===== src/rtl/pinmux_pkg.sv =====
// Shared types and constants for the pad-control slice.
package pinmux_pkg;

  localparam logic [1:0] MODE_PP = 2'b00;
  localparam logic [1:0] MODE_OD = 2'b01;
  localparam logic [1:0] MODE_OS = 2'b10;
  localparam logic [1:0] MODE_HZ = 2'b11;

  // Bit layout matches the 16-bit config write/read word.
  typedef struct packed {
    logic [7:0] deb_len;
    logic       sr;
    logic       dr;
    logic       pd;
    logic       pu;
    logic       ie;
    logic [1:0] mode;
    logic       oe;
  } pad_cfg_t;

  typedef enum logic {
    DB_STABLE = 1'b0,
    DB_PEND   = 1'b1
  } db_state_e;

endpackage


===== src/rtl/pinmux_in_filter.sv =====
// One pad input channel: 2-flop synchroniser, debounce filter, sticky edge flag.
//
//   state     | meaning
//   ----------+-----------------------------------------------------------
//   DB_STABLE | synchronised level matches in_val, counter idle at 0
//   DB_PEND   | level differs from in_val, counting cycles toward deb_len
module pinmux_in_filter
  import pinmux_pkg::*;
#(
  parameter int DEB_W = 8
) (
  input  logic             clk,
  input  logic             rst,
  input  logic             pad_y,
  input  logic             ie,
  input  logic [DEB_W-1:0] deb_len,
  input  logic             pend_clr,
  output logic             in_val,
  output logic             edge_pend
);

  localparam logic [DEB_W-1:0] CNT_MAX = '1;
  localparam logic [DEB_W-1:0] CNT_ONE = DEB_W'(1);

  logic             sync1;
  logic             s;
  logic             in_val_d;
  db_state_e        state;
  logic [DEB_W-1:0] cnt;
  logic [DEB_W-1:0] cnt_inc;

  assign cnt_inc = (cnt == CNT_MAX) ? cnt : cnt + CNT_ONE;

  // Gate by input enable, then synchronise the asynchronous pad level.
  always_ff @(posedge clk) begin
    if (rst) begin
      sync1 <= 1'b0;
      s     <= 1'b0;
    end else begin
      sync1 <= pad_y & ie;
      s     <= sync1;
    end
  end

  // Debounce: accept a new level only after it has held for deb_len cycles.
  // deb_len of 0 or 1 both accept on the first differing cycle.
  always_ff @(posedge clk) begin
    if (rst) begin
      state  <= DB_STABLE;
      cnt    <= '0;
      in_val <= 1'b0;
    end else begin
      case (state)
        DB_STABLE: begin
          if (s != in_val) begin
            if (deb_len <= CNT_ONE) begin
              in_val <= s;
              cnt    <= '0;
            end else begin
              cnt   <= CNT_ONE;
              state <= DB_PEND;
            end
          end else begin
            cnt <= '0;
          end
        end
        DB_PEND: begin
          if (s == in_val) begin
            cnt   <= '0;
            state <= DB_STABLE;
          end else if (cnt_inc >= deb_len) begin
            in_val <= s;
            cnt    <= '0;
            state  <= DB_STABLE;
          end else begin
            cnt <= cnt_inc;
          end
        end
        default: begin
          cnt   <= '0;
          state <= DB_STABLE;
        end
      endcase
    end
  end

  // Sticky edge flag; a new edge outranks a simultaneous clear.
  always_ff @(posedge clk) begin
    if (rst) begin
      in_val_d  <= 1'b0;
      edge_pend <= 1'b0;
    end else begin
      in_val_d  <= in_val;
      edge_pend <= (in_val ^ in_val_d) | (edge_pend & ~pend_clr);
    end
  end

endmodule


===== src/rtl/pinmux_pad_ctrl.sv =====
// N-channel pad controller: config registers, registered pad drive, input conditioning.
module pinmux_pad_ctrl
  import pinmux_pkg::*;
#(
  parameter int NCH   = 16,
  parameter int CH_W  = (NCH > 1) ? $clog2(NCH) : 1,
  parameter int DEB_W = 8
) (
  input  logic            clk,
  input  logic            rst,
  input  logic            cfg_we,
  input  logic [CH_W-1:0] cfg_sel,
  input  logic [15:0]     cfg_wdata,
  output logic [15:0]     cfg_rdata,
  input  logic [NCH-1:0]  func_a,
  input  logic [NCH-1:0]  func_oe,
  output logic [NCH-1:0]  pad_a,
  output logic [NCH-1:0]  pad_oe,
  output logic [NCH-1:0]  pad_od,
  output logic [NCH-1:0]  pad_os,
  output logic [NCH-1:0]  pad_pu,
  output logic [NCH-1:0]  pad_pd,
  output logic [NCH-1:0]  pad_ie,
  output logic [NCH-1:0]  pad_dr,
  output logic [NCH-1:0]  pad_sr,
  input  logic [NCH-1:0]  pad_y,
  output logic [NCH-1:0]  in_val,
  output logic [NCH-1:0]  edge_pend,
  input  logic [NCH-1:0]  pend_clr,
  output logic            irq
);

  pad_cfg_t cfg_q [NCH];
  logic     sel_ok;

  assign sel_ok = (int'(cfg_sel) < NCH);

  // Config register file; out-of-range selects are dropped.
  always_ff @(posedge clk) begin
    if (rst) begin
      for (int i = 0; i < NCH; i++) cfg_q[i] <= '0;
    end else if (cfg_we && sel_ok) begin
      cfg_q[cfg_sel] <= pad_cfg_t'(cfg_wdata);
    end
  end

  // Registered readback with write-through for a same-cycle write.
  always_ff @(posedge clk) begin
    if (rst || !sel_ok) begin
      cfg_rdata <= '0;
    end else if (cfg_we) begin
      cfg_rdata <= cfg_wdata;
    end else begin
      cfg_rdata <= cfg_q[cfg_sel];
    end
  end

  // Registered pad drive; high-Z mode kills OE, pu+pd together cancels both.
  always_ff @(posedge clk) begin
    if (rst) begin
      pad_a  <= '0;
      pad_oe <= '0;
      pad_od <= '0;
      pad_os <= '0;
      pad_pu <= '0;
      pad_pd <= '0;
      pad_ie <= '0;
      pad_dr <= '0;
      pad_sr <= '0;
    end else begin
      for (int i = 0; i < NCH; i++) begin
        pad_a[i]  <= func_a[i];
        pad_oe[i] <= cfg_q[i].oe & func_oe[i] & (cfg_q[i].mode != MODE_HZ);
        pad_od[i] <= cfg_q[i].mode[0];
        pad_os[i] <= cfg_q[i].mode[1];
        pad_pu[i] <= cfg_q[i].pu & ~cfg_q[i].pd;
        pad_pd[i] <= cfg_q[i].pd & ~cfg_q[i].pu;
        pad_ie[i] <= cfg_q[i].ie;
        pad_dr[i] <= cfg_q[i].dr;
        pad_sr[i] <= cfg_q[i].sr;
      end
    end
  end

  for (genvar g = 0; g < NCH; g++) begin : g_ch
    logic [DEB_W-1:0] deb_len;
    assign deb_len = DEB_W'(cfg_q[g].deb_len);

    pinmux_in_filter #(
      .DEB_W (DEB_W)
    ) u_filt (
      .clk       (clk),
      .rst       (rst),
      .pad_y     (pad_y[g]),
      .ie        (pad_ie[g]),
      .deb_len   (deb_len),
      .pend_clr  (pend_clr[g]),
      .in_val    (in_val[g]),
      .edge_pend (edge_pend[g])
    );
  end

  // Interrupt is the registered OR of all pending flags.
  always_ff @(posedge clk) begin
    if (rst) irq <= 1'b0;
    else     irq <= |edge_pend;
  end

endmodule


===== config.mk =====
export PLATFORM = sky130hd
export DESIGN_NAME = pinmux_pad_ctrl
export DESIGN_NICKNAME = d
export VERILOG_FILES = /design/src/rtl/pinmux_pkg.sv /design/src/rtl/pinmux_in_filter.sv /design/src/rtl/pinmux_pad_ctrl.sv
export SDC_FILE = /design/constraint.sdc
export NUM_CORES = 1
export LEC_CHECK = 0
export ABC_AREA = 1
export CAP_MARGIN = 20
export CORE_MARGIN = 5
export CORE_UTILIZATION = 50
export DETAILED_ROUTE_END_ITERATION = 10
export MAX_ROUTING_LAYER = met4
export PLACE_DENSITY = 0.74
export SYNTH_ARGS = -nofsm -noshare
export SYNTH_HDL_FRONTEND = slang
export SYNTH_HIERARCHICAL = 1
export SYNTH_SLANG_ARGS = --single-unit

===== constraint.sdc =====
create_clock -name clk -period 2.17 [get_ports clk]
set_input_delay 0.434 -clock clk [delete_from_list [all_inputs] [get_ports clk]]
set_output_delay 0.434 -clock clk [all_outputs]
set_load 0.01 [all_outputs]

==> flow_metrics.env, run 1 <==
export IMPL_status="finished with violations"
export IMPL_violations="setup timing"
export IMPL_core_area_mm2=0.06171
export IMPL_num_vias=28110
export IMPL_finalWorstSetupSlack_ns=-0.1621
export IMPL_grt_setup_unrepaired="yes"
export IMPL_dieWidth_um=259.6
export IMPL_final_common_cell="nand2_1"
export IMPL_critPathMaxFanout=6
export IMPL_synth_seq_cells=641
export IMPL_antenna_found_initial=3
export IMPL_track_usage_pct=27.08
export IMPL_hold_end="pad_sr[4]"
export IMPL_worstSetupPathType="reg2reg"
export IMPL_root_buffer="clkbuf_16"
export IMPL_place_inst=5221
export IMPL_min_path_type="in2reg"
export IMPL_wl_per_cell_um=18.12
export IMPL_finalSetupViolations=69
export IMPL_dieArea_mm2=0.06740
export IMPL_place_hpwl_um=65800
export IMPL_cts_buffer_depth=3
export IMPL_final_setup_tns_ns=-3.422
export IMPL_cp_arrival_ns=2.87
export IMPL_fmax_mhz=428.8
export IMPL_drt_vias_per_instance=5.165
export IMPL_grt_pass1_wl_um=140200
export IMPL_worstMarginPinSlew_ns=0.6745
export IMPL_syn_inst=3976
export IMPL_yosysSeqAreaShare_pct=49.41
export IMPL_drt_initial_drc_count=2613
export IMPL_holdPathStages=2
export IMPL_routed_wl_um=98630
export IMPL_finalMaxSlewViolations=0
export IMPL_r2r_start="g_ch[15].u_filt/cnt[1]"
export IMPL_cap_viol_max_count=0
export IMPL_placed_area_mm2=0.03661
export IMPL_grt_pass1_vias=26150
export IMPL_synthesis_nets=4207
export IMPL_drt_pass1_iter_count=8
export IMPL_clk_pin_slew_ns=0.06
export IMPL_clkSinkCount=641
export IMPL_fin_crit_sh_pct=107.5
export IMPL_power_density_mw_per_mm2=668.6
export IMPL_layout_common_cells="934 x nand2_1, 648 x nor2_1, 596 x inv_1"
export IMPL_skew_ns=0.02963
export IMPL_power_total_mw=28.56
export IMPL_synth_edf_count=256
export IMPL_clk_latency_ns=0.63
export IMPL_ant_nets=0
export IMPL_io_pins=280
export IMPL_p_comb_share_pct=11.0
export IMPL_yosysWarnings=6
export IMPL_period_needed_ns=2.332
export IMPL_cts_tree="built"
export IMPL_switchingPower_mw=7.124
export IMPL_min_from="rst"
export IMPL_avgSynthCellArea_um2=7.836
export IMPL_port_buffers=279
export IMPL_fin_util_pct=69.22
export IMPL_worstSetupStartpointType="flop"
export IMPL_place_congestion=0.9683
export IMPL_syn_cell_area_mm2=0.03115
export IMPL_clkPwrFrac_pct=42.2
export IMPL_worst_ep_required_time_ns=2.70
export IMPL_rrSetupSlack_ns=-0.16
export IMPL_synth_distinct_cells=44
export IMPL_seq_power_share_pct=46.8
export IMPL_ff2ff_path_depth=14
export IMPL_final_cells=5443
export IMPL_grt_start_max_net_pins=53
export IMPL_start_util_pct=50.48
export IMPL_ir_worst_vdd_mv=0.5762
export IMPL_htree_num_levels=3
export IMPL_area_growth_pct=37.11
export IMPL_die_h_um=259.6
export IMPL_r2r_end="g_ch[15].u_filt/cnt[1]"
export IMPL_p_sw_share_pct=24.94
export IMPL_finalNetCount=4781
export IMPL_layout_drive_gt1_share_pct=25.05
export IMPL_finalHoldViolations=0
export IMPL_final_area_mm2=0.04272
export IMPL_worstSetupEndpointType="flop"
export IMPL_intPower_mw=21.44
export IMPL_synthArstFlopShare_pct=0
export IMPL_ys_flop_type="dfxtp_1"
export IMPL_p_leak_nw=19.69
export IMPL_overflow=0
export IMPL_cts_inserted_buffers=70
export IMPL_drc=0
export IMPL_relSlewSlack_pct=54.62
export IMPL_rows=91
==> how the worst max path moves through the flow <==
stage	startpoint	end	slack, ns	cells past startpoint
after floorplan	g_ch[7].u_filt/cnt[0]	g_ch[7].u_filt/cnt[4]	0.09	14
after global placement	g_ch[10].u_filt/cnt[0]	g_ch[10].u_filt/cnt[5]	-0.15	15
after detailed placement	g_ch[10].u_filt/cnt[0]	g_ch[10].u_filt/cnt[5]	-0.25	15
after CTS	g_ch[10].u_filt/cnt[1]	g_ch[10].u_filt/cnt[7]	-0.01	16
after global routing	g_ch[15].u_filt/cnt[0]	g_ch[15].u_filt/cnt[1]	-0.24	12
final	g_ch[15].u_filt/cnt[1]	g_ch[15].u_filt/cnt[1]	-0.16	14
==> sequential cells by signal, summed over array words and instances, names as in the netlist <==
signal and flops:
pad_oe 16, g_ch.u_filt/in_val_d 16, pad_od 16, pad_ie 16
g_ch.u_filt/in_val 16, pad_pu 16, g_ch.u_filt/cnt 128, pad_dr 16
pad_sr 16, g_ch.u_filt/edge_pend 16, g_ch.u_filt/state 16, pad_pd 16
cfg_rdata 16, pad_a 16, g_ch.u_filt/s 16, pad_os 16
g_ch.u_filt/sync1 16, cfg_q 256, irq 1
==> layer usage <==
layer	GRT usage, %	vias up	wire length [um]
met2	42.33	1326	46710
met3	4.893	256	9299
met4	9.996	0	3877
li1	-	13400	-
met5	-	-	0
met1	35.58	13130	38740
==> cells in the mapped netlist, types with 7 or more instances <==
library cell | count | area (um^2)
a21oi_2 | 11 | 96.34
edfxtp_1 | 256 | 7687
nor3_1 | 23 | 115.1
clkbuf_1 | 40 | 150.1
xor2_1 | 34 | 297.8
nor2_1 | 740 | 2778
a21oi_1 | 91 | 455.4
dfxtp_1 | 385 | 7707
o21ai_0 | 115 | 575.6
inv_2 | 9 | 33.78
clkinv_2 | 11 | 55.05
nand3_1 | 135 | 675.7
nor2_4 | 24 | 270.3
o21bai_1 | 11 | 82.58
nand2_4 | 16 | 180.2
buf_4 | 7 | 52.55
ha_1 | 144 | 1802
nand3_2 | 20 | 200.2
nand2_2 | 59 | 369.1
inv_1 | 639 | 2399
o21ai_1 | 11 | 55.05
nor2_2 | 13 | 81.33
nor3b_2 | 11 | 137.6
nand2_1 | 1040 | 3904
buf_2 | 43 | 215.2
o21a_2 | 11 | 96.34
nand4_1 | 25 | 156.4
o21ai_2 | 14 | 122.6
==> metrics by stage <==
| stage | setup WS (ns) | hold slack, ns |
|---|---|---|
| after floorplan | 0.09359 | 0.3883 |
| after global routing | -0.2445 | 0.2073 |
| after global placement | -0.1489 | 0.3929 |
| final | -0.1621 | 0.1980 |
| after CTS | -0.01075 | 0.1794 |
| after detailed placement | -0.2535 | 0.3924 |
==> area by class of cell <==
cell class	instances	area, um^2
fill	4508	18990
sequential	641	15530
multi-input combinational	2576	15500
timing repair buffer	599	5773
inverter	662	2537
clock buffer	106	2137
tap	837	1047
clock inverter	18	180.2
antenna	4	10.01
==> power groups by stage <==
stage | clock network, mW | registers, mW | logic (mW)
6_report | 12.1 | 13.4 | 3.15
3_5_place_dp | 0 | 13.6 | 2.83
4_1_cts | 12.2 | 13.4 | 2.88
3_3_place_gp | 0 | 13.6 | 2.79
5_1_grt | 12.7 | 13.4 | 3.38
2_1_floorplan | 0 | 13.6 | 1.31
==> worst max-delay path, stage by stage (launching register included) <==
cell and delay (ns):
dfxtp_4 0.37, ha_4 0.17, nand2_4 0.07, nor2_4 0.06, buf_6 0.12, buf_6 0.11, buf_6 0.10, o21a_4 0.22
ha_4 0.17, a21oi_4 0.17, nor2_4 0.08, nor2_4 0.17, nand4_1 0.18, buf_6 0.19, nor2_1 0.09
==> cell families (layout without fill, tap and decap cells) <==
family / after synthesis / count (layout) / synth area share, %
and+or+nand+nor: 2126 / 2126 / 29.27
buffers and inverters: 759 / 1385 / 9.574
DFF: 641 / 641 / 49.41
AOI/OAI and AO/OA: 268 / 268 / 4.843
adders and majority gates: 144 / 144 / 5.783
xor gates and xnor gates: 38 / 38 / 1.116
other: 0 / 4 / 0
==> timing repair <==
item / 4_1_cts / 5_1_grt
pin swaps: 68 / 256
setup buffers: 27 / 71
hold buffers: 0 / 0
endpoints found under the setup margin: 141 / 160
gates resized for setup: 170 / 619
hold endpoints to repair: 0 / 0
No activity file was read; power rests on OpenSTA's default activity.
==> run 2, diff against run 1 <==
--- a/config.mk
+++ b/config.mk
@@ -8,10 +8,10 @@
 export ABC_AREA = 1
 export CAP_MARGIN = 20
 export CORE_MARGIN = 5
-export CORE_UTILIZATION = 50
+export CORE_UTILIZATION = 53
 export DETAILED_ROUTE_END_ITERATION = 10
 export MAX_ROUTING_LAYER = met4
-export PLACE_DENSITY = 0.74
+export PLACE_DENSITY = 0.77
 export SYNTH_ARGS = -nofsm -noshare
 export SYNTH_HDL_FRONTEND = slang
 export SYNTH_HIERARCHICAL = 1
==> run 2 against run 1 <==
The run still ends with setup timing left. Worst setup slack got worse by 0.041 ns. Sequential cell count unchanged. Global-route usage increased by 1.4 points. Power decreased by 1.2%. Design area about the same. Die area decreased by 5.4%. Critical path depth increased by 1. Combinational power increased by 2%. Hold slack improved by 0.0083 ns. Non-clock buffer count decreased by 5. Maximum frequency decreased by 1.7%. Critical endpoint is now g_ch[6].u_filt/state. Largest cell class is now multi-input gates.
==> flow_metrics.env, run 2 (synthesis results as in run 1) <==
export IMPL_worstSetupEndpointType="flop"
export IMPL_die_h_um=252.5
export IMPL_cap_viol_max_count=0
export IMPL_finalMaxSlewViolations=0
export IMPL_num_vias=28690
export IMPL_root_buffer="clkbuf_16"
export IMPL_layout_drive_gt1_share_pct=25.57
export IMPL_regMostFlops="cfg_q"
export IMPL_port_buffers=279
export IMPL_clk_pin_slew_ns=0.07
export IMPL_routed_wl_um=100500
export IMPL_p_leak_nw=19.69
export IMPL_ant_nets=0
export IMPL_grt_pass1_vias=26710
export IMPL_wl_met1_um=37590
export IMPL_dr_wl_met2_um=47900
export IMPL_place_hpwl_um=65440
export IMPL_place_congestion=0.9538
export IMPL_wl_met3_um=10190
export IMPL_clkSinkCount=641
export IMPL_fmax_mhz=421.4
export IMPL_io_pins=280
export IMPL_drc=0
export IMPL_cp_arrival_ns=2.91
export IMPL_antenna_found_initial=1
export IMPL_overflow=0
export IMPL_critPathMaxFanout=4
export IMPL_fin_crit_sh_pct=109.4
export IMPL_core_area_mm2=0.05792
export IMPL_track_usage_pct=28.49
export IMPL_finalSetupViolations=96
export IMPL_top_regs="cfg_q (256), g_ch.u_filt/cnt (128)"
export IMPL_worstSetupStartpointType="flop"
export IMPL_clk_latency_ns=0.64
export IMPL_dp_slack_ns=-0.1789
export IMPL_power_density_mw_per_mm2=660.3
export IMPL_layout_common_cells="919 x nand2_1, 659 x nor2_1, 592 x inv_1"
export IMPL_status="finished with violations"
export IMPL_grt_setup_unrepaired="yes"
export IMPL_period_needed_ns=2.373
export IMPL_finalHoldViolations=0
export IMPL_ir_worst_vdd_mv=0.6295
export IMPL_grt_pass1_wl_um=140400
export IMPL_top_layer_used="met4"
export IMPL_relSlewSlack_pct=37.33
export IMPL_drt_initial_drc_count=3417
export IMPL_finalWorstSetupSlack_ns=-0.2033
export IMPL_worst_ep_required_time_ns=2.70
export IMPL_cts_buffer_depth=3
export IMPL_grt_start_max_net_pins=55
export IMPL_violations="setup timing"
export IMPL_largest_reg_flops=256
export IMPL_start_util_pct=53.79
export IMPL_skew_ns=0.03635
export IMPL_n_fill_cell=3840
export IMPL_drt_vias_per_instance=5.347
export IMPL_final_common_cell="nand2_1"
export IMPL_drt_pass1_iter_count=8
export IMPL_place_inst=5157
export IMPL_final_cells=5366
export IMPL_finalNetCount=4775
export IMPL_wl_per_cell_um=18.74
export IMPL_area_growth_pct=37.13
export IMPL_worstSetupPathType="reg2reg"
export IMPL_htree_num_levels=3
export IMPL_worstMarginPinSlew_ns=0.9302
export IMPL_dieWidth_um=252.5
export IMPL_cts_tree="built"
export IMPL_rows=88
export IMPL_min_path_type="in2reg"
export IMPL_cts_inserted_buffers=69
export IMPL_dieArea_mm2=0.06373
## run 2: cell types whose count changed in the layout (fill, tap and decap cells not counted), sizes merged
cell      previous run  this run
bufinv               3         1
inv                665       663
buf                323       318
clkinvlp             1         2
clkbuf             106        99
diode                4         1
clkinv              11        24
## run 2: repair_timing
item                       in CTS  in global routing
resized for setup             207                620
hold buffers                    0                  0
setup buffers                  27                 61
setup endpoints to repair     150                160
pin swaps                      85                289
## run 2: worst max-delay path: stages (launching register included)
cell     delay [ns]
dfxtp_4        0.37
ha_4           0.17
nand3_4        0.09
inv_4          0.04
nand2_4        0.09
inv_1          0.09
nor3_4         0.21
a21oi_1        0.09
ha_1           0.33
nand2_1        0.07
nor2_1         0.19
nand2_2        0.15
nand2_4        0.13
nand2_2        0.06
nand2_2        0.12
inv_1          0.05
## run 2: power by group
part           switching (mW)  total [mW]  internal [mW]
clock                    4.97        11.6           6.68
sequential              0.343        13.3           13.0
combinational            1.93        3.21           1.28
total                    7.24        28.2           21.0
## run 2: per-layer routing
metal	vias up	GRT usage (%)
met5	-	-
met4	0	11.72
met3	341	6.442
met2	1539	44.53
met1	13440	36.03
li1	13380	-
## run 2: layout make-up
cell class,instances,area (um^2),share of cell area [%]
Multi-Input combinational cell,2576,15750,36.86
Sequential cell,641,15530,36.36
Timing Repair Buffer,594,5693,13.33
Inverter,662,2555,5.980
Clock buffer,99,2029,4.750
Tap cell,765,957.2,2.240
Clock inverter,28,203.9,0.4774
Antenna cell,1,2.502,0.005857
## run 2: metrics by stage
stage               power (mW)  setup TNS [ns]  hold slack [ns]  area (um^2)  utilization [%]
floorplan                14.90               0           0.3883        31150                -
finish                   28.21          -6.753           0.2063        42720            73.77
global route             29.09          -20.85           0.2112        42720            73.77
detailed placement       16.41          -9.966           0.3977        36570            63.14
CTS                      27.95         -0.1435           0.1706        39620            68.41
global placement         16.36          -2.305           0.3926        36570            63.14
## run 2: worst paths after layout
| check | cells past startpoint | slack [ns] | from | to |
|---|---|---|---|---|
| min reg2reg | 2 | 0.40 | g_ch[14].u_filt/sync1 | g_ch[14].u_filt/s |
| max | 15 | -0.20 | g_ch[6].u_filt/cnt[0] | g_ch[6].u_filt/state |
| min | 2 | 0.21 | rst | pad_os[13] |
| max reg2reg | 15 | -0.20 | g_ch[6].u_filt/cnt[0] | g_ch[6].u_filt/state |
